**src/rtl/nextuart_rx_fifo_pkg.sv**
```systemverilog
// Shared types and constants for the next-uart RX FIFO.
// Build option: NEXTUART_RXFIFO_OVF_EN enables drop-on-full with a sticky overflow flag.
package nextuart_rx_fifo_pkg;

    localparam logic [15:0] NEXT_UART_TX_PORT  = 16'h133B;
    localparam logic [15:0] NEXT_UART_RX_PORT  = 16'h143B;
    localparam logic [15:0] NEXT_UART_SEL_PORT = 16'h153B;

    localparam int STAT_EMPTY_BIT = 0;
    localparam int STAT_FULL_BIT  = 1;
    localparam int STAT_OVF_BIT   = 2;

    typedef enum logic {
        CAP_IDLE = 1'b0,
        CAP_ACK  = 1'b1
    } cap_state_e;

    function automatic logic [2:0] status_bits(
        input logic ovf,
        input logic full,
        input logic empty
    );
        return {ovf, full, empty};
    endfunction

endpackage

```
**src/rtl/nextuart_rx_fifo_if.sv**
```systemverilog
// Bundle between uart core, Z80 port decoder and the RX FIFO.
// Build option: NEXTUART_RXFIFO_OVF_EN (affects overflow only).
interface nextuart_rx_fifo_if #(
    parameter int DEPTH_LOG2 = 4
);
    import nextuart_rx_fifo_pkg::*;

    logic [7:0]          uart_rxdata;
    logic                uart_rxrecv;
    logic                uart_data_read;
    logic                cpu_rd;
    logic                cpu_stat_rd;
    logic                cpu_flush;
    logic [7:0]          rdata;
    logic                empty;
    logic                full;
    logic [DEPTH_LOG2:0] count;
    logic                overflow;
    logic                rts_n;

    modport master (
        output uart_rxdata, uart_rxrecv,
        output cpu_rd, cpu_stat_rd, cpu_flush,
        input  uart_data_read, rdata, empty,
        input  full, count, overflow, rts_n
    );

    modport slave (
        input  uart_rxdata, uart_rxrecv,
        input  cpu_rd, cpu_stat_rd, cpu_flush,
        output uart_data_read, rdata, empty,
        output full, count, overflow, rts_n
    );

endinterface

```
**src/rtl/nextuart_fifo_mem.sv**
```systemverilog
// Byte storage for the RX FIFO: sync write, async read.
// Build option: NEXTUART_RXFIFO_OVF_EN (not used here).
module nextuart_fifo_mem
    import nextuart_rx_fifo_pkg::*;
#(
    parameter int DEPTH_LOG2 = 4
) (
    input  logic                  clk,
    input  logic                  we_i,
    input  logic [DEPTH_LOG2-1:0] waddr_i,
    input  logic [7:0]            wdata_i,
    input  logic [DEPTH_LOG2-1:0] raddr_i,
    output logic [7:0]            rdata_o
);

    logic [7:0] mem_q [2**DEPTH_LOG2];

    // write port; contents need no reset
    always_ff @(posedge clk) begin
        if (we_i) mem_q[waddr_i] <= wdata_i;
    end

    assign rdata_o = mem_q[raddr_i];

endmodule

```
**src/rtl/nextuart_rx_fifo.sv**
```systemverilog
// RX FIFO between uart core and Z80 port decoder with RTS flow control.
// Build option: NEXTUART_RXFIFO_OVF_EN drops bytes on full and sets overflow.
module nextuart_rx_fifo
    import nextuart_rx_fifo_pkg::*;
#(
    parameter int DEPTH_LOG2 = 4,
    parameter int RTS_MARGIN = 4
) (
    input logic               clk,
    input logic               rst_n,
    nextuart_rx_fifo_if.slave bus
);

    localparam int PTR_W = DEPTH_LOG2;
    localparam int CNT_W = DEPTH_LOG2 + 1;
    localparam int DEPTH = 2 ** DEPTH_LOG2;
    localparam logic [CNT_W-1:0] DEPTH_C = CNT_W'(DEPTH);
    localparam logic [CNT_W-1:0] RTS_TH =
        CNT_W'(DEPTH - RTS_MARGIN);

    cap_state_e       state_q, state_d;
    logic [PTR_W-1:0] wr_ptr_q, wr_ptr_d;
    logic [PTR_W-1:0] rd_ptr_q, rd_ptr_d;
    logic [CNT_W-1:0] count_q, count_d;
    logic             rts_q;
    logic             cpu_rd_q;
    logic             stat_rd_q;

    logic       empty;
    logic       full;
    logic       pop;
    logic       accept;
    logic       drop;
    logic       push;
    logic       stat_clr;
    logic       data_read;
    logic [7:0] mem_rdata;

    assign empty = (count_q == '0);
    assign full  = (count_q == DEPTH_C);

    // pop once the Z80 IN cycle has ended; flush masks it
    assign pop = cpu_rd_q && !bus.cpu_rd &&
                 !empty && !bus.cpu_flush;

    assign accept = (state_q == CAP_IDLE) &&
                    bus.uart_rxrecv && (!full || pop);

    // a flushed push still acks the uart but stores nothing
    assign push = accept && !bus.cpu_flush;

    assign stat_clr = stat_rd_q && !bus.cpu_stat_rd;

    // capture FSM state register
    always_ff @(posedge clk or negedge rst_n) begin
        if (!rst_n) state_q <= CAP_IDLE;
        else        state_q <= state_d;
    end

    // capture FSM next state
    always_comb begin
        state_d = state_q;
        unique case (1'b1)
            (state_q == CAP_IDLE):
                if (accept || drop) state_d = CAP_ACK;
            (state_q == CAP_ACK):
                if (!bus.uart_rxrecv) state_d = CAP_IDLE;
            default: state_d = state_q;
        endcase
    end

    // capture FSM outputs, decoded from the state register
    always_comb begin
        data_read = (state_q == CAP_ACK);
    end

    // pointer and count next state
    always_comb begin
        wr_ptr_d = wr_ptr_q;
        rd_ptr_d = rd_ptr_q;
        count_d  = count_q;
        if (bus.cpu_flush) begin
            wr_ptr_d = '0;
            rd_ptr_d = '0;
            count_d  = '0;
        end else begin
            if (push) wr_ptr_d = wr_ptr_q + PTR_W'(1);
            if (pop)  rd_ptr_d = rd_ptr_q + PTR_W'(1);
            if (push && !pop)
                count_d = count_q + CNT_W'(1);
            else if (pop && !push)
                count_d = count_q - CNT_W'(1);
        end
    end

    // pointers, count, edge detectors and rts
    always_ff @(posedge clk or negedge rst_n) begin
        if (!rst_n) begin
            wr_ptr_q  <= '0;
            rd_ptr_q  <= '0;
            count_q   <= '0;
            rts_q     <= 1'b0;
            cpu_rd_q  <= 1'b0;
            stat_rd_q <= 1'b0;
        end else begin
            wr_ptr_q  <= wr_ptr_d;
            rd_ptr_q  <= rd_ptr_d;
            count_q   <= count_d;
            rts_q     <= (count_q >= RTS_TH);
            cpu_rd_q  <= bus.cpu_rd;
            stat_rd_q <= bus.cpu_stat_rd;
        end
    end

`ifdef NEXTUART_RXFIFO_OVF_EN
    logic ovf_q, ovf_d;

    assign drop = (state_q == CAP_IDLE) &&
                  bus.uart_rxrecv && full && !pop;

    // sticky overflow: set beats read-clear, flush beats all
    always_comb begin
        ovf_d = ovf_q;
        if (stat_clr)      ovf_d = 1'b0;
        if (drop)          ovf_d = 1'b1;
        if (bus.cpu_flush) ovf_d = 1'b0;
    end

    // overflow register
    always_ff @(posedge clk or negedge rst_n) begin
        if (!rst_n) ovf_q <= 1'b0;
        else        ovf_q <= ovf_d;
    end

    assign bus.overflow = ovf_q;
`else
    logic unused_stat_clr;

    assign drop            = 1'b0;
    assign unused_stat_clr = stat_clr;
    assign bus.overflow    = 1'b0;
`endif

    nextuart_fifo_mem #(
        .DEPTH_LOG2 (DEPTH_LOG2)
    ) u_mem (
        .clk     (clk),
        .we_i    (push),
        .waddr_i (wr_ptr_q),
        .wdata_i (bus.uart_rxdata),
        .raddr_i (rd_ptr_q),
        .rdata_o (mem_rdata)
    );

    assign bus.uart_data_read = data_read;
    assign bus.rdata = empty ? 8'hFF : mem_rdata;
    assign bus.empty = empty;
    assign bus.full  = full;
    assign bus.count = count_q;
    assign bus.rts_n = rts_q;

endmodule

```
**src/flat_wrapper.sv**
```systemverilog
// flat-port wrapper written by rule: the top's interface ports become plain ports
module nextuart_rx_fifo_flat import nextuart_rx_fifo_pkg::*;
#(
    parameter int DEPTH_LOG2 = 4,
    parameter int RTS_MARGIN = 4
)
  (clk, rst_n, bus_uart_rxdata, bus_uart_rxrecv, bus_cpu_rd, bus_cpu_stat_rd, bus_cpu_flush, bus_uart_data_read, bus_rdata, bus_empty, bus_full, bus_count, bus_overflow, bus_rts_n);
  nextuart_rx_fifo_if #(.DEPTH_LOG2(DEPTH_LOG2)) bus_i ();
  input logic clk;
  input logic rst_n;
  input wire logic [$bits(bus_i.uart_rxdata)-1:0] bus_uart_rxdata;
  input wire logic [$bits(bus_i.uart_rxrecv)-1:0] bus_uart_rxrecv;
  input wire logic [$bits(bus_i.cpu_rd)-1:0] bus_cpu_rd;
  input wire logic [$bits(bus_i.cpu_stat_rd)-1:0] bus_cpu_stat_rd;
  input wire logic [$bits(bus_i.cpu_flush)-1:0] bus_cpu_flush;
  output wire logic [$bits(bus_i.uart_data_read)-1:0] bus_uart_data_read;
  output wire logic [$bits(bus_i.rdata)-1:0] bus_rdata;
  output wire logic [$bits(bus_i.empty)-1:0] bus_empty;
  output wire logic [$bits(bus_i.full)-1:0] bus_full;
  output wire logic [$bits(bus_i.count)-1:0] bus_count;
  output wire logic [$bits(bus_i.overflow)-1:0] bus_overflow;
  output wire logic [$bits(bus_i.rts_n)-1:0] bus_rts_n;
  assign bus_i.uart_rxdata = bus_uart_rxdata;
  assign bus_i.uart_rxrecv = bus_uart_rxrecv;
  assign bus_i.cpu_rd = bus_cpu_rd;
  assign bus_i.cpu_stat_rd = bus_cpu_stat_rd;
  assign bus_i.cpu_flush = bus_cpu_flush;
  assign bus_uart_data_read = bus_i.uart_data_read;
  assign bus_rdata = bus_i.rdata;
  assign bus_empty = bus_i.empty;
  assign bus_full = bus_i.full;
  assign bus_count = bus_i.count;
  assign bus_overflow = bus_i.overflow;
  assign bus_rts_n = bus_i.rts_n;
  nextuart_rx_fifo #(.DEPTH_LOG2(DEPTH_LOG2), .RTS_MARGIN(RTS_MARGIN)) u_core (.clk(clk), .rst_n(rst_n), .bus(bus_i));
endmodule
```
**config.mk**
```make
export PLATFORM = sky130hd
export DESIGN_NAME = nextuart_rx_fifo_flat
export DESIGN_NICKNAME = d
export VERILOG_FILES = /design/src/rtl/nextuart_rx_fifo_pkg.sv /design/src/rtl/nextuart_rx_fifo_if.sv /design/src/rtl/nextuart_fifo_mem.sv /design/src/rtl/nextuart_rx_fifo.sv /design/src/flat_wrapper.sv
export SDC_FILE = /design/constraint.sdc
export NUM_CORES = 1
export LEC_CHECK = 0
export CAP_MARGIN = 20
export CELL_PAD_IN_SITES_DETAIL_PLACEMENT = 1
export CELL_PAD_IN_SITES_GLOBAL_PLACEMENT = 1
export CORE_MARGIN = 2
export CORE_UTILIZATION = 55
export CTS_CLUSTER_DIAMETER = 100
export DETAILED_ROUTE_END_ITERATION = 6
export PLACE_DENSITY_LB_ADDON = 0.12
export SYNTH_ARGS = -nofsm -noshare
export SYNTH_HDL_FRONTEND = slang
export SYNTH_SLANG_ARGS = --single-unit
```
**constraint.sdc**
```tcl
create_clock -name clk -period 6.7 [get_ports clk]
set_input_delay 1.34 -clock clk [delete_from_list [all_inputs] [get_ports clk]]
set_output_delay 1.34 -clock clk [all_outputs]
set_load 0.01 [all_outputs]
```
# Yosys cells after proc, flatten, opt, wreduce, memory -nomap -nowiden
# Memory sizes are Yosys's and may differ from the RTL's.
# Cells that the tools add are included.
# totals
reg_bits	16
mem_count	1
mem_bits_rw	128
word_cells	46
out_inout_bits	18
# memory_table
memory	words	word_bits	rd	rd_ports_with_merged_regs	write_ports	line_no	rtl
u_core.u_mem.mem_q	16	8	1	0	1	nextuart_fifo_mem.sv:16	logic [7:0] mem_q [2**DEPTH_LOG2];
# op_classes
mux	13
eq_ne	1
addsub	4
n_lt_le_gt_ge	1
reduce_logical	19
bitwise_logic	1
# op_table
op	n
4-bit two-way mux	4
5-bit two-way mux	3
4-bit by 1-bit adder with 4-bit output (second input constant)	2
1-bit logical AND	8
8-bit two-way mux	1
1-bit zero test	6
5-bit by 1-bit adder with 5-bit output (second input constant)	1
5-bit == test (second input constant)	1
5-bit by 4-bit greater-or-equal comparator with 1-bit output (second input constant)	1
5-bit zero test	1
5-bit by 1-bit subtractor with 5-bit output (second input constant)	1
1-bit two-way mux	4
2-bit nonzero test	2
3-bit nonzero test	1
1-bit case mux with 2 select lines	1
1-bit logical OR	1
1-bit NOT	1

# Longest topological paths before layout
# logic_depth
depth_word	12
ltp_mapped	9
depth_no_buf	9

# By module
# Synthesis repeated with hierarchy kept, for this count alone.
# hier_totals
hier_cells	322
hier_area_um2	5984.5
# modules_own_cells
mod	cells_per_inst	instances	area_per_inst_um2	seq_area_each_um2
nextuart_fifo_mem	221	1	4987.3	3843.7
nextuart_rx_fifo	101	1	997.2	400.4

# Worst setup path before layout
# OpenSTA, ideal clock, no wires.
# synth_timing
kind	input port to flip-flop
from	input bus_cpu_rd
to	register u_core.count_q[4], in the netlist u_core.bus.count[4]
t_required_ns	6.623
cell_stages	9
path_buffers	1
path_slack_ns	3.419
arrival_ns	3.204
path_cell_list	nand2b_1 clkbuf_1 o211ai_1 fa_1 a21o_1 a21oi_1 or3_1 o221a_2 a21oi_1
# synth_via
elab_chain_len	10
# synth_rtl
element	line_no	rtl
from (decl)	flat_wrapper.sv:13	input wire logic [$bits(bus_i.cpu_rd)-1:0] bus_cpu_rd;
1-bit zero test *	nextuart_rx_fifo.sv:43	assign pop = cpu_rd_q && !bus.cpu_rd &&
1-bit logical AND * (2 in a row)	nextuart_rx_fifo.sv:43	
1-bit logical AND *	nextuart_rx_fifo.sv:44	!empty && !bus.cpu_flush;
1-bit logical OR	nextuart_rx_fifo.sv:47	bus.uart_rxrecv && (!full || pop);
1-bit logical AND	nextuart_rx_fifo.sv:47	
1-bit logical AND	nextuart_rx_fifo.sv:50	assign push = accept && !bus.cpu_flush;
1-bit logical AND or 1-bit zero test (tied branches)	nextuart_rx_fifo.sv:89, nextuart_rx_fifo.sv:91	
5-bit two-way mux or 1-bit logical AND (tied branches)	nextuart_rx_fifo.sv:89, nextuart_rx_fifo.sv:91	
5-bit two-way mux or 3-bit nonzero test (tied branches)	-	
to (signal assigned)	nextuart_rx_fifo.sv:108	count_q <= count_d;
to (decl)	nextuart_rx_fifo.sv:24	logic [CNT_W-1:0] count_q, count_d;
# Mark *: on every way between the ends. The rest lies on a longest branch, timed or not.
# A chain may end at the register's enable or synchronous reset.

# Worst setup path after layout
# layout_timing
from	register u_core.rd_ptr_q[1]
to	output bus_rdata[0]
# layout_via
elab_chain_len	2
# layout_rtl
element	line_no	rtl
from (decl)	nextuart_rx_fifo.sv:23	logic [PTR_W-1:0] rd_ptr_q, rd_ptr_d;
from (signal assigned)	nextuart_rx_fifo.sv:107	rd_ptr_q <= rd_ptr_d;
memory read 16 x 8 bit	-	
8-bit two-way mux	nextuart_rx_fifo.sv:156	assign bus.rdata = empty ? 8'hFF : mem_rdata;
to (decl)	flat_wrapper.sv:17	output wire logic [$bits(bus_i.rdata)-1:0] bus_rdata;
# Every way passes these cells.

==> metrics <==
CTS sink cnt=144; sequential area share after synthesis=0.715; total CTS buffers=17; CP max-delay cell=dfrtp_2; CP arrival=3.24 ns; register bit total from synthesis=144; share of post-route cells with drive strength above 1=0.189; Worst Setup Start Kind=register; DR WL/cell=24.5 um; gr usage total=0.239; FF+latch area=0.00425 mm2; total core area=0.0104 mm2; Post-CTS Hold Buffers=0; # fillers=895; Initial Util=0.570; Worst path max stage delay=1.06 ns; WHS=0.557 ns; final hold vios=0; Max Freq=218 MHz; crit-path leading delay family=flip-flops; CP endpoint kind=output pin; Max Transition Viols Final=0; hold crit path type=register to register; crit path cell chain=mux4_2 -> mux2i_1 -> a22oi_1 -> clkdlybuf4s50_1; vias in the first global route=3,215; Cell Pwr Density=344 mW/mm2; Power, Total=2370 uW; status=finished clean; largest net degree at the start of global routing=36; Worst Path Required=5.36 ns; Die H=108 um; area of the multi-input gates=0.00160 mm2; # setup viols final=0; nets=382; Clock Tree Buf Depth=2; Syn Inst Count=320; number of H-tree levels=4; post-DP HPWL=7440 um; Clk pin slew, worst setup/hold paths=0.06 ns; WL final=12,400 um; synthesized area per cell=18.6 um2; maxcap violations=0; CP max FO=35; RSZ-0062 raised after global routing=false; total global routing overflow=0; ANT nets after route=0; Die Span X=108 um; drt drc=0; CTS tree=done; Gates resized, CTS repair=0; post-layout min period=4.58 ns; first-pass GRT wire length=19,100 um; Via density=5.89; Port Buffer Count=29; drt pass-1 iters=4; Post-Syn Nets=344; initial antenna violation count=0; period utilization=0.684; Pleak=0.00225 uW; DR vias=2,981; Clk Tree Root Cell=clkbuf_8; synthesized area=0.00594 mm2; diode count=0; Core Rows=37; IO Count=32; worst rel slew slack=0.297; Worst Skew=0.00851 ns; Synth cell types=37; Fin Setup TNS=0 ns; area delta synth->final=16.3%; number of post-CTS setup repair buffers=0; Routability Congestion=0.802; Worst-Skew Late Latency=0.53 ns; Slew @ Worst Pin=1.05 ns; WP buf/inv=1; Max VDD drop=0.203 mV; Worst Setup Path Type=register to output pin; synth warn=0; die area=0.0116 mm2; DRT iter0 DRCs=230
[report_power, final]
part | internal, uW | switching, uW | leakage [uW]
clock | 521 | 347 | 0.000267
combinational | 229 | 228 | 0.000617
sequential | 1000 | 46.5 | 0.00136
total | 1750 | 621 | 0.00225
[flip-flops by register name, summed over array words and instances (netlist names)]
name,cells
u_core.bus.uart_data_read,1
u_core.wr_ptr_q,4
u_core.cpu_rd_q,1
u_core.bus.rts_n,1
u_core.u_mem.mem_q,128
u_core.bus.count,5
u_core.rd_ptr_q,4
[routing by layer]
| metal | vias to the layer above | share of wire | track usage | routed length [um] |
|---|---|---|---|---|
| met2 | 95 | 0.51 | 0.387 | 6370 |
| met3 | 21 | 0.058 | 0.0630 | 719 |
| li1 | 1339 | - | - | - |
| met4 | 0 | 0.015 | 0.0833 | 182 |
| met5 | - | 0 | 0 | 0 |
| met1 | 1526 | 0.41 | 0.316 | 5130 |
[logic make-up (layout without fill, tap and decap cells)]
| group | count (synthesis) | after routing | synth area share |
|---|---|---|---|
| mux | 50 | 50 | 0.152 |
| simple gates | 62 | 62 | 0.0497 |
| compound gates | 23 | 23 | 0.0299 |
| fa+ha+maj | 10 | 10 | 0.0223 |
| buf+inv | 20 | 70 | 0.0160 |
| flops | 144 | 144 | 0.715 |
| xor+xnor | 10 | 10 | 0.0148 |
| other cells | 1 | 1 | 0.000632 |
[stage by stage]
stage	area, um2	util	worst slack, ns	cells
final	6900	0.663	2.12	506
after CTS	6900	0.663	2.07	506
after global routing	6900	0.663	2.01	506
after floorplan	5940	-	3.42	320
after detailed placement	6360	0.611	2.57	475
after global placement	6360	0.611	2.60	475
[worst paths after layout]
check                      cells past startpoint  slack, ns                         to                      start
setup / recovery                               4       2.12               bus_rdata[0]         u_core.rd_ptr_q[1]
setup reg to reg                               9       3.67        u_core.bus.count[4]        u_core.bus.count[1]
hold / removal                                 1       0.56  u_core.bus.uart_data_read  u_core.bus.uart_data_read
max in group asynchronous                      1       4.92         u_core.rd_ptr_q[1]                      rst_n
min in group asynchronous                      1       1.26  u_core.bus.uart_data_read                      rst_n
hold reg to reg                                1       0.56  u_core.bus.uart_data_read  u_core.bus.uart_data_read
[Yosys cell counts (all sizes together)]
cell type / count / area share
o221a: 1 / 0.0019
or3: 1 / 0.0011
o31a: 1 / 0.0015
edfxtp: 128 / 0.65
nand2: 13 / 0.0082
mux4: 32 / 0.12
nor2: 27 / 0.017
mux2i: 18 / 0.030
a21oi: 6 / 0.0051
nor3: 6 / 0.0059
conb: 1 / 0.00063
nand2b: 4 / 0.0042
o21a: 1 / 0.0013
xnor2: 5 / 0.0074
nor4: 1 / 0.0036
and2: 1 / 0.0011
buf: 11 / 0.010
a31oi: 1 / 0.0011
o21ai: 1 / 0.00084
nand3: 4 / 0.0034
ha: 9 / 0.019
nor2b: 3 / 0.0032
nand4: 2 / 0.0021
a211oi: 1 / 0.0013
clkbuf: 5 / 0.0034
fa: 1 / 0.0034
dfrtp: 16 / 0.067
xor2: 5 / 0.0074
inv: 4 / 0.0025
a22oi: 8 / 0.010
a221oi: 1 / 0.0044
a21o: 1 / 0.0013
o211ai: 1 / 0.0013
[cell type report]
cell class / count / area share
clock buffer: 18 / 0.0605
sequential: 144 / 0.615
timing repair buffer: 35 / 0.0486
clock inverter: 13 / 0.0176
tap: 136 / 0.0247
inverter: 4 / 0.00218
multi-input combinational: 156 / 0.231
[layout by cell type (no fill, tap or decap), types with 2 or more instances in the layout]
cell	Yosys	routed
clkdlybuf4s50_1	0	29
nor2_1	27	27
dfrtp_1	16	15
nand2_1	13	13
xnor2_1	5	5
a22oi_1	8	8
bufinv_16	0	2
a21oi_1	6	6
clkbuf_16	0	16
nor3_1	5	5
clkinv_1	0	3
edfxtp_1	128	128
nand4_1	2	2
buf_4	3	6
inv_1	4	4
mux2i_1	18	18
clkinv_2	0	5
nand2b_1	4	4
nand3_1	4	4
nor2b_1	3	3
xor2_1	5	5
mux4_2	32	32
ha_1	9	9
Note: power is estimated with default switching activity, not from simulation.
==> variant, RTL diff (same flow settings) <==
Add a define of `NEXTUART_RXFIFO_OVF_EN`.
--- a/src/rtl/nextuart_rx_fifo.sv
+++ b/src/rtl/nextuart_rx_fifo.sv
@@ -1,5 +1,7 @@
 // RX FIFO between uart core and Z80 port decoder with RTS flow control.
 // Build option: NEXTUART_RXFIFO_OVF_EN drops bytes on full and sets overflow.
+`define NEXTUART_RXFIFO_OVF_EN
+
 module nextuart_rx_fifo
     import nextuart_rx_fifo_pkg::*;
 #(
Function: no difference found for any inputs over 10 cycles, from zero or initial values and one cycle with rst_n low; that may be too few to reach the edited logic, so the function may still have changed.
==> variant against the original RTL <==
- area after synthesis increased by 0.91%
- cell count rose by 2.6%
- largest cell class unchanged
- worst setup slack gained 0.020 ns
- first-iteration DRC count decreased by 26%
- sequential cell count is 2 higher
- via count rose by 2.7%
- synthesized cell count is 1.9% higher
- critical path type unchanged
- power up 8.5%
- global-route usage rose by 0.72 points
- routed wire length increased by 5.4%
- cell area is 2.3% higher
==> variant: results (changes against the original RTL) <==
----------------------------------------------------
[Run status]
  Run status ... finished, final reports clean

[Synth]
  Async SR Flop Fraction ... 12.3% (+1.2 points)
  Fraction of the yosys area taken by sequential cells ... 71.7% (+0.19 points)
  Post-Synthesis Net Count ... 350 (+1.7%)
  Number of enable flip-flop cells after synthesis ... 128 (unchanged)
  Multiplexer share of the synthesized area ... 15.0% (-0.14 points)
  Area share of xor/xnor cells in the synthesized design ... 1.46% (-0.013 points)
  Total of warnings raised by yosys ... 0 (unchanged)
  Synth top area cells ... edfxtp_1 (64%), mux4_2 (12%), dfrtp_1 (7.5%)
  Most common library cells after synthesis ... edfxtp_1 (128), mux4_2 (32), nor2_1 (28)
  Arithmetic-cell share of the synthesized area counting full adders, half adders and majority gates ... 2.21% (-0.020 points)
  Count of unique library cells instantiated by Yosys ... 34 (-8.1%)
  Primary flip-flop cell chosen by synthesis mapping ... edfxtp_1
  Synthesized-area fraction occupied by ao, oa, aoi and oai cells ... 3.07% (+0.078 points)

[GRT]
  Vias in the first global route ... 3359 (+4.5%)
  First-pass GRT wire length ... 19800 µm (+4.1%)
  Pin count of the biggest net entering global routing ... 26 (-28%)
  Initial antenna violation count ... 0 (unchanged)
  Global router's overall resource usage ... 24.6% (+0.72 points)

[Finish]
  Register name with the most flops ... u_core.u_mem.mem_q
  Filler cell count ... 949 (+6.0%)
  Flip-flop count of the largest register, all copies and words added ... 128 (unchanged)
  Net total in the final layout ... 390 (+2.1%)
  Share of final-layout standard cells stronger than drive strength 1 ... 18.7% (-0.19 points)
  Antenna Cells ... 0 (unchanged)

[Pwr]
  Net switching share of the total power ... 26.2% (+0.027 points)
  Leakage ... 2.30 nW (+2.3%)
  Max VDD drop ... 236 µV (+16%)

[Timing]
  Clock skew after layout ... 0.00791 ns (-0.000594 ns)
  Normalized max-slew margin ... 25.6% (-4.1 points)
  Setup Total Neg Slack ... 0 ns (unchanged)

[Placed design]
  Final estimated routing congestion in global placement ... 0.730 (-9.0%)
  Hpwl dp ... 8220 µm (+11%)
  Quantity of I/O buffers inserted on ports ... 31 (+6.9%)

[Clock tree]
  Clk_lat worst skew ... 0.52 ns
  Root cell of the clock tree ... clkbuf_8
  H-tree level count ... 4 (unchanged)
  Clock slew seen by the registers of the worst setup and hold paths ... 0.06 ns (about the same)
  Post-cts repair resize count ... 0 (unchanged)
  Clock buffer depth ... 2 (unchanged)
  Number of clock buffers inserted by TritonCTS ... 17 (unchanged)
  Setup Buffers After CTS ... 0 (unchanged)

[Route]
  DRC violations left ... 0 (unchanged)
  DRT Pass-1 Iters ... 4 (unchanged)
  Count of vias placed by the detailed router ... 3061 (+2.7%)
  WL per Instance ... 25.2 µm (+2.8%)
  Violation count after the first detailed-route iteration ... 170 (-26%)

[Min path]
  Min-Delay Path Class ... reg2reg

[Setup path]
  Maximum fanout count along the critical path ... 20 (-43%)
  Arrival @ worst endpoint ... 3.22 ns (-0.02 ns)

----------------------------------------------------
-- variant: cell types whose count changed in the layout (fill, tap and decap cells not counted), moves of 2 or more --
cell,unedited run,this run
inv_6,1,3
buf_2,0,2
nand2_1,13,15
nand3_1,4,1
clkdlybuf4s50_1,29,31
clkinv_2,5,1
dfrtp_1,15,17
buf_4,6,3
bufinv_16,2,4
-- variant: cell families after synthesis --
family                   Yosys count
AO/OA/AOI/OAI                     25
XOR/XNOR                          10
adder cells (fa/ha/maj)           10
buffers and inverters             22
flip-flops                       146
multiplexers                      50
AND/OR/NAND/NOR                   63
-- variant: final timing paths --
kind	from	endpoint	slack, ns	depth (start not counted)
min in group asynchronous	rst_n	u_core.wr_ptr_q[0]	1.30	1
max in group asynchronous	rst_n	u_core.rd_ptr_q[0]	4.83	1
min reg2reg	u_core.bus.overflow	u_core.bus.overflow	0.56	2
max	u_core.rd_ptr_q[0]	bus_rdata[4]	2.14	5
min	u_core.bus.overflow	u_core.bus.overflow	0.56	2
max reg2reg	u_core.bus.count[1]	u_core.bus.count[4]	3.62	8
-- variant: stage by stage --
stage / area [µm²] / hold WS [ns] / power, mW / setup slack [ns] / instances
2_1_floorplan: 5990 / 0.539 / 1.41 / 3.30 / 326
3_3_place_gp: 6420 / 0.536 / 1.61 / 2.48 / 482
3_5_place_dp: 6430 / 0.543 / 1.63 / 2.38 / 483
4_1_cts: 7030 / 0.562 / 2.59 / 2.02 / 515
5_1_grt: 7060 / 0.580 / 2.68 / 1.89 / 519
6_report: 7060 / 0.557 / 2.57 / 2.14 / 519
-- variant: cell type report --
cell class	count	area [µm²]	share of cell area, %
tap	140	175	2.48
inverter	5	18.8	0.266
clock buffer	19	422	5.97
clock inverter	13	183	2.59
timing repair buffer	38	365	5.17
multi-input combinational	158	1600	22.7
sequential	146	4300	60.8
-- variant: routing by layer --
layer  wire length, µm  track usage [%]
met2              7060             41.1
met1              5300             31.3
met4               159             9.98
met3               556             5.85
met5                 0                0
-- variant: power groups by stage --
stage	Combinational, mW	Clock [mW]	Sequential, mW
floorplan	0.349	0	1.06
global placement	0.519	0	1.09
detailed placement	0.533	0	1.10
CTS	0.538	0.976	1.08
global route	0.585	1.01	1.08
finish	0.534	0.965	1.07
-- variant: worst max-delay path, cell delays in order, from the launching register on --
cell and delay (ns):
dfrtp_2 0.82, buf_4 0.44, mux4_2 0.54, mux2i_1 0.23
a22oi_1 0.14, clkdlybuf4s50_1 0.53
